File: config.mk
export PLATFORM = sky130hd
export DESIGN_NAME = mem_port_arbiter_flat
export DESIGN_NICKNAME = d
export VERILOG_FILES = /design/src/rtl/mips_mem_pkg.sv /design/src/rtl/mem_port_arbiter_if.sv /design/src/rtl/mem_port_arbiter.sv /design/src/flat_wrapper.sv
export SDC_FILE = /design/constraint.sdc
export NUM_CORES = 1
export LEC_CHECK = 0
export CORE_MARGIN = 1
export CORE_UTILIZATION = 40
export DETAILED_ROUTE_END_ITERATION = 7
export PLACE_DENSITY = 0.9
export REMOVE_ABC_BUFFERS = 1
export SLEW_MARGIN = 20
export SYNTH_ARGS = -nofsm -noshare
export SYNTH_HDL_FRONTEND = slang
export SYNTH_SLANG_ARGS = --single-unit
File: constraint.sdc
create_clock -name clock -period 1.8 [get_ports clock]
set_input_delay 0.36 -clock clock [delete_from_list [all_inputs] [get_ports clock]]
set_output_delay 0.36 -clock clock [all_outputs]
set_load 0.005 [all_outputs]
File: src/rtl/mips_mem_pkg.sv
// Shared definitions for the fetch/data memory-port arbiter: FSM state and
// owner encodings plus the default bus widths.
package mips_mem_pkg;

    localparam int ADDR_W_DEF = 32;
    localparam int DATA_W_DEF = 32;

    typedef enum logic [1:0] {
        IDLE   = 2'd0,
        I_BUSY = 2'd1,
        D_BUSY = 2'd2,
        RESP   = 2'd3
    } arb_state_e;

    typedef enum logic {
        OWN_I = 1'b0,
        OWN_D = 1'b1
    } owner_e;

endpackage

File: src/rtl/mem_port_arbiter_if.sv
// Bundle of fetch, data and memory-port signals around the arbiter.
// master = arbiter side, slave = pipeline stages plus memory model.
interface mem_port_arbiter_if #(
    parameter int ADDR_W = 32,
    parameter int DATA_W = 32
);
    // fetch stage
    logic              if_req;
    logic [ADDR_W-1:0] if_addr;
    logic [DATA_W-1:0] if_rdata;
    logic              if_ack;
    logic              if_stall;

    // memory stage
    logic                d_req;
    logic                d_we;
    logic [ADDR_W-1:0]   d_addr;
    logic [DATA_W-1:0]   d_wdata;
    logic [DATA_W/8-1:0] d_be;
    logic [DATA_W-1:0]   d_rdata;
    logic                d_ack;
    logic                mem_stall;

    // unified memory port
    logic                m_req;
    logic                m_we;
    logic [ADDR_W-1:0]   m_addr;
    logic [DATA_W-1:0]   m_wdata;
    logic [DATA_W/8-1:0] m_be;
    logic                m_ready;
    logic [DATA_W-1:0]   m_rdata;

    modport master (
        input  if_req, if_addr, d_req, d_we, d_addr, d_wdata, d_be,
               m_ready, m_rdata,
        output if_rdata, if_ack, if_stall, d_rdata, d_ack, mem_stall,
               m_req, m_we, m_addr, m_wdata, m_be
    );

    modport slave (
        output if_req, if_addr, d_req, d_we, d_addr, d_wdata, d_be,
               m_ready, m_rdata,
        input  if_rdata, if_ack, if_stall, d_rdata, d_ack, mem_stall,
               m_req, m_we, m_addr, m_wdata, m_be
    );

endinterface

File: src/rtl/mem_port_arbiter.sv
// Serialises fetch and data accesses onto one multi-cycle memory port.
// Optional fetch starvation guard: define MEM_ARB_STARVE_GUARD_EN.
module mem_port_arbiter
    import mips_mem_pkg::*;
#(
    parameter int ADDR_W       = ADDR_W_DEF,
    parameter int DATA_W       = DATA_W_DEF,
    parameter int STARVE_LIMIT = 4
) (
    input  logic               clock,
    input  logic               reset,
    mem_port_arbiter_if.master bus
);

    localparam int BE_W = DATA_W / 8;

    localparam logic [1:0] ST_IDLE   = IDLE;
    localparam logic [1:0] ST_I_BUSY = I_BUSY;
    localparam logic [1:0] ST_D_BUSY = D_BUSY;
    localparam logic [1:0] ST_RESP   = RESP;

    logic [1:0]        state;
    logic              grant_vld;
    owner_e            grant_own;
    logic              starved;

    logic              m_req_q;
    logic              m_we_q;
    logic [ADDR_W-1:0] m_addr_q;
    logic [DATA_W-1:0] m_wdata_q;
    logic [BE_W-1:0]   m_be_q;
    logic [DATA_W-1:0] if_rdata_q;
    logic [DATA_W-1:0] d_rdata_q;
    logic              if_ack_q;
    logic              d_ack_q;

    // Grants only happen from IDLE, so a req still high during RESP is never re-served.
    always_comb begin
        grant_vld = 1'b0;
        grant_own = OWN_D;
        if (state == ST_IDLE) begin
            if (bus.d_req && !(starved && bus.if_req)) begin
                grant_vld = 1'b1;
                grant_own = OWN_D;
            end else if (bus.if_req) begin
                grant_vld = 1'b1;
                grant_own = OWN_I;
            end
        end
    end

`ifdef MEM_ARB_STARVE_GUARD_EN
    localparam int CNT_W = (STARVE_LIMIT < 1) ? 1 : $clog2(STARVE_LIMIT + 1);

    logic [CNT_W-1:0] starve_cnt;

    assign starved = (starve_cnt == CNT_W'(STARVE_LIMIT));

    // Counts data grants that overtook a waiting fetch; it can never pass the
    // limit because at the limit either fetch wins or if_req is low.
    always_ff @(posedge clock) begin
        if (reset) begin
            starve_cnt <= '0;
        end else if (state == ST_IDLE) begin
            if (!bus.if_req) begin
                starve_cnt <= '0;
            end else if (grant_vld && grant_own == OWN_I) begin
                starve_cnt <= '0;
            end else if (grant_vld && grant_own == OWN_D) begin
                starve_cnt <= starve_cnt + CNT_W'(1);
            end
        end
    end
`else
    // Strict data priority; the limit has no effect in this build.
    assign starved = 1'b0 & (STARVE_LIMIT > 0);
`endif

    always_ff @(posedge clock) begin
        if (reset) begin
            state      <= ST_IDLE;
            m_req_q    <= 1'b0;
            m_we_q     <= 1'b0;
            m_addr_q   <= '0;
            m_wdata_q  <= '0;
            m_be_q     <= '0;
            if_rdata_q <= '0;
            d_rdata_q  <= '0;
            if_ack_q   <= 1'b0;
            d_ack_q    <= 1'b0;
        end else begin
            if_ack_q <= 1'b0;
            d_ack_q  <= 1'b0;
            case (state)
                ST_IDLE: begin
                    if (grant_vld) begin
                        m_req_q <= 1'b1;
                        if (grant_own == OWN_D) begin
                            m_we_q    <= bus.d_we;
                            m_addr_q  <= bus.d_addr;
                            m_wdata_q <= bus.d_wdata;
                            m_be_q    <= bus.d_be;
                            state     <= ST_D_BUSY;
                        end else begin
                            m_we_q   <= 1'b0;
                            m_addr_q <= bus.if_addr;
                            m_be_q   <= '1;
                            state    <= ST_I_BUSY;
                        end
                    end
                end
                ST_I_BUSY: begin
                    if (bus.m_ready) begin
                        m_req_q    <= 1'b0;
                        if_rdata_q <= bus.m_rdata;
                        if_ack_q   <= 1'b1;
                        state      <= ST_RESP;
                    end
                end
                ST_D_BUSY: begin
                    if (bus.m_ready) begin
                        m_req_q <= 1'b0;
                        // Stores complete without disturbing the last load result.
                        if (!m_we_q) begin
                            d_rdata_q <= bus.m_rdata;
                        end
                        d_ack_q <= 1'b1;
                        state   <= ST_RESP;
                    end
                end
                default: begin
                    state <= ST_IDLE;
                end
            endcase
        end
    end

    assign bus.m_req     = m_req_q;
    assign bus.m_we      = m_we_q;
    assign bus.m_addr    = m_addr_q;
    assign bus.m_wdata   = m_wdata_q;
    assign bus.m_be      = m_be_q;
    assign bus.if_rdata  = if_rdata_q;
    assign bus.d_rdata   = d_rdata_q;
    assign bus.if_ack    = if_ack_q;
    assign bus.d_ack     = d_ack_q;
    assign bus.if_stall  = bus.if_req & ~if_ack_q;
    assign bus.mem_stall = bus.d_req & ~d_ack_q;

endmodule

File: src/flat_wrapper.sv
// flat-port wrapper written by rule: the top's interface ports become plain ports
module mem_port_arbiter_flat import mips_mem_pkg::*;
#(
    parameter int ADDR_W       = ADDR_W_DEF,
    parameter int DATA_W       = DATA_W_DEF,
    parameter int STARVE_LIMIT = 4
)
  (clock, reset, bus_if_req, bus_if_addr, bus_d_req, bus_d_we, bus_d_addr, bus_d_wdata, bus_d_be, bus_m_ready, bus_m_rdata, bus_if_rdata, bus_if_ack, bus_if_stall, bus_d_rdata, bus_d_ack, bus_mem_stall, bus_m_req, bus_m_we, bus_m_addr, bus_m_wdata, bus_m_be);
  mem_port_arbiter_if #(.ADDR_W(ADDR_W), .DATA_W(DATA_W)) bus_i ();
  input  logic clock;
  input  logic reset;
  input wire logic [$bits(bus_i.if_req)-1:0] bus_if_req;
  input wire logic [$bits(bus_i.if_addr)-1:0] bus_if_addr;
  input wire logic [$bits(bus_i.d_req)-1:0] bus_d_req;
  input wire logic [$bits(bus_i.d_we)-1:0] bus_d_we;
  input wire logic [$bits(bus_i.d_addr)-1:0] bus_d_addr;
  input wire logic [$bits(bus_i.d_wdata)-1:0] bus_d_wdata;
  input wire logic [$bits(bus_i.d_be)-1:0] bus_d_be;
  input wire logic [$bits(bus_i.m_ready)-1:0] bus_m_ready;
  input wire logic [$bits(bus_i.m_rdata)-1:0] bus_m_rdata;
  output wire logic [$bits(bus_i.if_rdata)-1:0] bus_if_rdata;
  output wire logic [$bits(bus_i.if_ack)-1:0] bus_if_ack;
  output wire logic [$bits(bus_i.if_stall)-1:0] bus_if_stall;
  output wire logic [$bits(bus_i.d_rdata)-1:0] bus_d_rdata;
  output wire logic [$bits(bus_i.d_ack)-1:0] bus_d_ack;
  output wire logic [$bits(bus_i.mem_stall)-1:0] bus_mem_stall;
  output wire logic [$bits(bus_i.m_req)-1:0] bus_m_req;
  output wire logic [$bits(bus_i.m_we)-1:0] bus_m_we;
  output wire logic [$bits(bus_i.m_addr)-1:0] bus_m_addr;
  output wire logic [$bits(bus_i.m_wdata)-1:0] bus_m_wdata;
  output wire logic [$bits(bus_i.m_be)-1:0] bus_m_be;
  assign bus_i.if_req = bus_if_req;
  assign bus_i.if_addr = bus_if_addr;
  assign bus_i.d_req = bus_d_req;
  assign bus_i.d_we = bus_d_we;
  assign bus_i.d_addr = bus_d_addr;
  assign bus_i.d_wdata = bus_d_wdata;
  assign bus_i.d_be = bus_d_be;
  assign bus_i.m_ready = bus_m_ready;
  assign bus_i.m_rdata = bus_m_rdata;
  assign bus_if_rdata = bus_i.if_rdata;
  assign bus_if_ack = bus_i.if_ack;
  assign bus_if_stall = bus_i.if_stall;
  assign bus_d_rdata = bus_i.d_rdata;
  assign bus_d_ack = bus_i.d_ack;
  assign bus_mem_stall = bus_i.mem_stall;
  assign bus_m_req = bus_i.m_req;
  assign bus_m_we = bus_i.m_we;
  assign bus_m_addr = bus_i.m_addr;
  assign bus_m_wdata = bus_i.m_wdata;
  assign bus_m_be = bus_i.m_be;
  mem_port_arbiter #(.ADDR_W(ADDR_W), .DATA_W(DATA_W), .STARVE_LIMIT(STARVE_LIMIT)) u_core (.clock(clock), .reset(reset), .bus(bus_i));
endmodule
======== Yosys cells after proc, flatten, opt, wreduce, memory -nomap -nowiden ========
Cells that the tools add are included.
storage, ports and cells
  bits in registers ....................... 138
  bits of input ports ..................... 138
  output and inout bits ................... 138
  word-level logic and storage cells ...... 49
cells by class
  equality and inequality tests ........... 4
  multiplexer cells ....................... 17
  bitwise gates (word level) .............. 7
  reduce and logical (&&, ||, !) cells .... 11
operators with widths
  operator            count
  $mux 32             1
  $mux 1              10
  $reduce_and 3->1    3
  $mux 2              3
  $reduce_and 2->1    3
  $reduce_or 2->1     3
  $not 1->1           5
  $mux 4              1
  $ne 2x1->1 const B  2
  $pmux 2 s2          1
  $and 1x1->1         2
  $eq 2x1->1 const B  1
  $eq 2x2->1 const B  1
  $logic_not 2->1     1
  $pmux 1 s2          1
  $reduce_bool 2->1   1

======== Depth between registers and ports, before layout ========
  word-level depth ........................ 6
  mapped depth ............................ 7
  mapped depth without buffers ............ 5

======== Worst setup path after synthesis ========
Ideal clock, no wire load.
  kind .................................... register -> register
  start point ............................. register u_core.state[0]
  end point ............................... register u_core.state[0]
  arrival ................................. 1285 ps
  setup slack ............................. 398 ps
  cell stages (with the launch flop) ...... 6
  path buffers ............................ 0
  clock period less this slack ............ 1402 ps
  cell sequence ........................... dfxtp_1 > inv_1 > ha_1 > nor2b_1 > o21ba_2 > a22o_1
on the way
  word-level cells in the longest chain between the ends .. 5
  elaborated cells on any way between the ends .. 12
  those cells by class .................... 4 x eq/ne; 5 x mux; 3 x reduce/logical
ends and longest elaborated chain
  what                    RTL line                                        source
  from (decl)             mem_port_arbiter.sv:22                          logic [1:0] state;
  from (signal assigned)  mem_port_arbiter.sv:81                          state <= ST_IDLE;
  from (signal assigned)  mem_port_arbiter.sv:103                         state <= ST_D_BUSY;
  from (signal assigned)  mem_port_arbiter.sv:108                         state <= ST_I_BUSY;
  $logic_not 2->1         mem_port_arbiter.sv:41, mem_port_arbiter.sv:94
  $mux 1                  mem_port_arbiter.sv:41                          if (state == ST_IDLE) begin
  $mux 2                  mem_port_arbiter.sv:98                          if (grant_own == OWN_D) begin
  $mux 2                  mem_port_arbiter.sv:96                          if (grant_vld) begin
  $pmux 2 s2              mem_port_arbiter.sv:94                          case (state)
Parallel ways exist; a longest one is shown, timed or not. The select of a mux whose other input is x is not followed.
A chain may end at the register's enable or synchronous reset.

======== Worst setup path in the final report ========
  start point ............................. register u_core.m_we_q (netlist: u_core.bus.m_we)
  end point ............................... output port bus_m_we
RTL lines
  what                    RTL line                source
  from (decl)             mem_port_arbiter.sv:28  logic m_we_q;
  from (signal assigned)  mem_port_arbiter.sv:99  m_we_q <= bus.d_we;
  to (decl)               flat_wrapper.sv:28      output wire logic [$bits(bus_i.m_we)-1:0] bus_m_we;
No word-level cell between the ends.

==> qor.yml <==
critical_path:
  cp-start-kind: "flop"
  path_max_fanout: 4
  critPathMaxStageDelay_ns: 0.55
  r2r-start: "u_core.state[0]"
  crit_path_top_delay_cell: "clkdlybuf4s50_1"
  path_depth: 1
  critPathBufInv: 1
  timing.rr.end: "u_core.bus.m_addr[7]"
  worstSetupPathType: "flop to output pin"
  crit_chain: "clkdlybuf4s50_1"
  reg2reg_slack_ns: 0.20
  crit_path_end_kind: "output pin"
  crit_required_ns: 1.44
  reg2reg_depth: 5
  cp_top_family: "buffers and inverters"
  arrival_ns: 1.34
run_status:
  status: "finished, final reports clean"
clocking:
  cts_buffers: 17
  ctsHoldBuffers: 0
  cts_tree: "yes"
  cts.sink_count: 138
  ctsHtreeMaxLevel: 4
  clkTransAtPathRegs_ns: 0.06
  insertion_delay_ns: 0.42
  cts_max_path_buffers: 2
  postCtsSetupRepairBufs: 0
  clock-root-buffer: "clkbuf_16"
routing:
  drc_errors: 0
  drtIter0Drc: 340
  drtAntennaViolNets: 0
  drt-total-wl_mm: 16.5
  first_pass_iters: 5
  vias: 5410
  vias_per_cell: 4.94
  wl_per_cell_um: 15.0
hold_path:
  hold_path.startpoint: "reset"
  holdPathEnd: "u_core.bus.d_rdata[3]"
  min_path_type: "primary input to flop"
  hold_path_depth: 2
synth:
  synth-edff-count: 0
  ys_top_cells_by_count: "260 x nand2_1, 138 x dfxtp_1, 98 x a21oi_1, 34 x a22o_1, 34 x o21ai_0"
  yosys-top-cells-area: "dfxtp_1 52%, nand2_1 18%, a21oi_1 9.3%"
  synth_cells: 654
  ys_types: 27
  synth_top_family_by_area: "simple AND/OR/NAND/NOR gates"
  synth_warnings: 0
  synth_xor_area_frac: 0
  yosys.area_share.simple: 0.218
  synthesis.area_um2: 5290
  synth_mux_area_frac: 0
  syn_area_per_cell_um2: 8.09
  synth.most_common_cell: "nand2_1"
  ys_seq_elements: 138
  synth_compound_area_frac: 0.187
  ys.flop_type: "dfxtp_1"
  synth_top_area_frac: 0.522
  ys_seq_area_frac: 0.522
  async_flop_share: 0
  yosysTopAreaCell: "dfxtp_1"
  synthAdderAreaFrac: 0.00946
die:
  die-area_um2: 13700
  io_pins: 276
  die_height_um: 117
  row_count: 41
  core-area_um2: 12800
  dieWidth_um: 117
  start_util: 0.414
timing:
  skew_ns: 0.00887
  fmax_ghz: 0.587
  holdWs_ns: 0.294
  fin_crit_sh: 0.947
  final_max_slew_viol_count: 0
  hold_viol: 0
  max_slew_margin: 0.686
  setup_violations: 0
  min_period_ns: 1.70
  rsz0062_at_grt: "no"
  worst_pin_slew_ns: 0.470
grt:
  gr-total-overflow: 0
  grt_max_degree: 56
  grt_pass1_vias: 4947
  antenna_found_initial: 0
  grt_pass1_wl_mm: 23.8
  track_usage: 0.230
finish:
  fin_cells: 1096
  drive_above_1_share: 0.0563
  area_growth_pct: 64.3
  diodes: 0
  nets: 1053
job:
  maxCapViolCount: 0
placed_design:
  gp_congestion: 0.749
  port-buffer-count: 275
  hpwl_mm: 11.4
  dp_cells: 1064
power_and_ir_drop:
  powerDensity_nw_per_um2: 1210
  leakagePower_nw: 3.24
  peakVddDrop_mv: 0.777
[routing by layer]
metal	global-route usage	vias up	part of all wire
met4	0.104	0	0.025
met3	0.0855	33	0.087
met5	0	-	0
met2	0.413	210	0.51
met1	0.240	2506	0.38
li1	-	2661	-
[logic make-up (layout without fill, tap and decap cells)]
family / Yosys count / after routing
and+or+nand+nor: 290 / 290
AOI/OAI and AO/OA: 169 / 169
DFF: 138 / 138
buffers and inverters: 53 / 323
adders and majority gates: 4 / 4
[where the power goes]
| group | switching [mW] | internal [mW] |
|---|---|---|
| registers | 0.281 | 3.57 |
| clock network | 1.37 | 2.04 |
| logic | 1.49 | 1.77 |
| total | 3.14 | 7.39 |
[layout make-up]
class	instances	area [um2]
Clock buffer	18	429
Clock inverter	14	146
Fill cell	965	4080
Inverter	2	7.51
Multi-Input combinational cell	463	2190
Sequential cell	138	2760
Tap cell	172	215
Timing Repair Buffer	289	2940
[repair_timing]
item	in CTS	in global routing
hold endpoints to repair	0	0
gates resized for setup	1	1
endpoints found under the setup margin	1	1
[cell usage in the layout (no fill, tap or decap), types with 2 or more instances in the layout]
master           count
buf_4                8
bufinv_16            2
buf_12               7
clkdlybuf4s50_1    271
inv_6                2
nand2_1            260
nor2_1              10
nor3_1               5
nor2b_1              3
clkinvlp_4           6
clkinv_2             3
inv_1                2
a21oi_1             98
ha_1                 4
o21ai_0             34
and2_1               2
nand2b_1             2
clkbuf_16           17
dfxtp_1            138
a22o_1              34
[flip-flops by register name, indices dropped and copies added, names as in the netlist]
name and count:
u_core.bus.m_be 4, u_core.bus.m_we 1, u_core.state 2, u_core.bus.m_wdata 32, u_core.bus.m_addr 32, u_core.bus.m_req 1, u_core.bus.d_rdata 32, u_core.bus.d_ack 1
u_core.bus.if_rdata 32, u_core.bus.if_ack 1
[worst max path at each step]
stage	startpoint	endpoint
floorplan	u_core.state[0]	u_core.bus.m_addr[30]
CTS	u_core.bus.m_we	bus_m_we
finish	u_core.bus.m_we	bus_m_we
detailed placement	bus_if_req	bus_if_stall
global route	u_core.bus.m_we	bus_m_we
global placement	bus_if_req	bus_if_stall
[per-stage QoR]
step                      setup WS (ns)  cell area, um2  TNS [ns]  power (mW)   util
after global routing             0.0411            8690         0        11.1  0.681
after floorplan                  -0.284            4960     -7.93        5.18      -
final                            0.0958            8690         0        10.5  0.681
after detailed placement        -0.0451            8120    -0.555        7.18  0.635
after global placement          -0.0126            8120    -0.194        7.11  0.635
after CTS                        0.0472            8690         0        10.6  0.680
(Power assumes the default switching activity.)
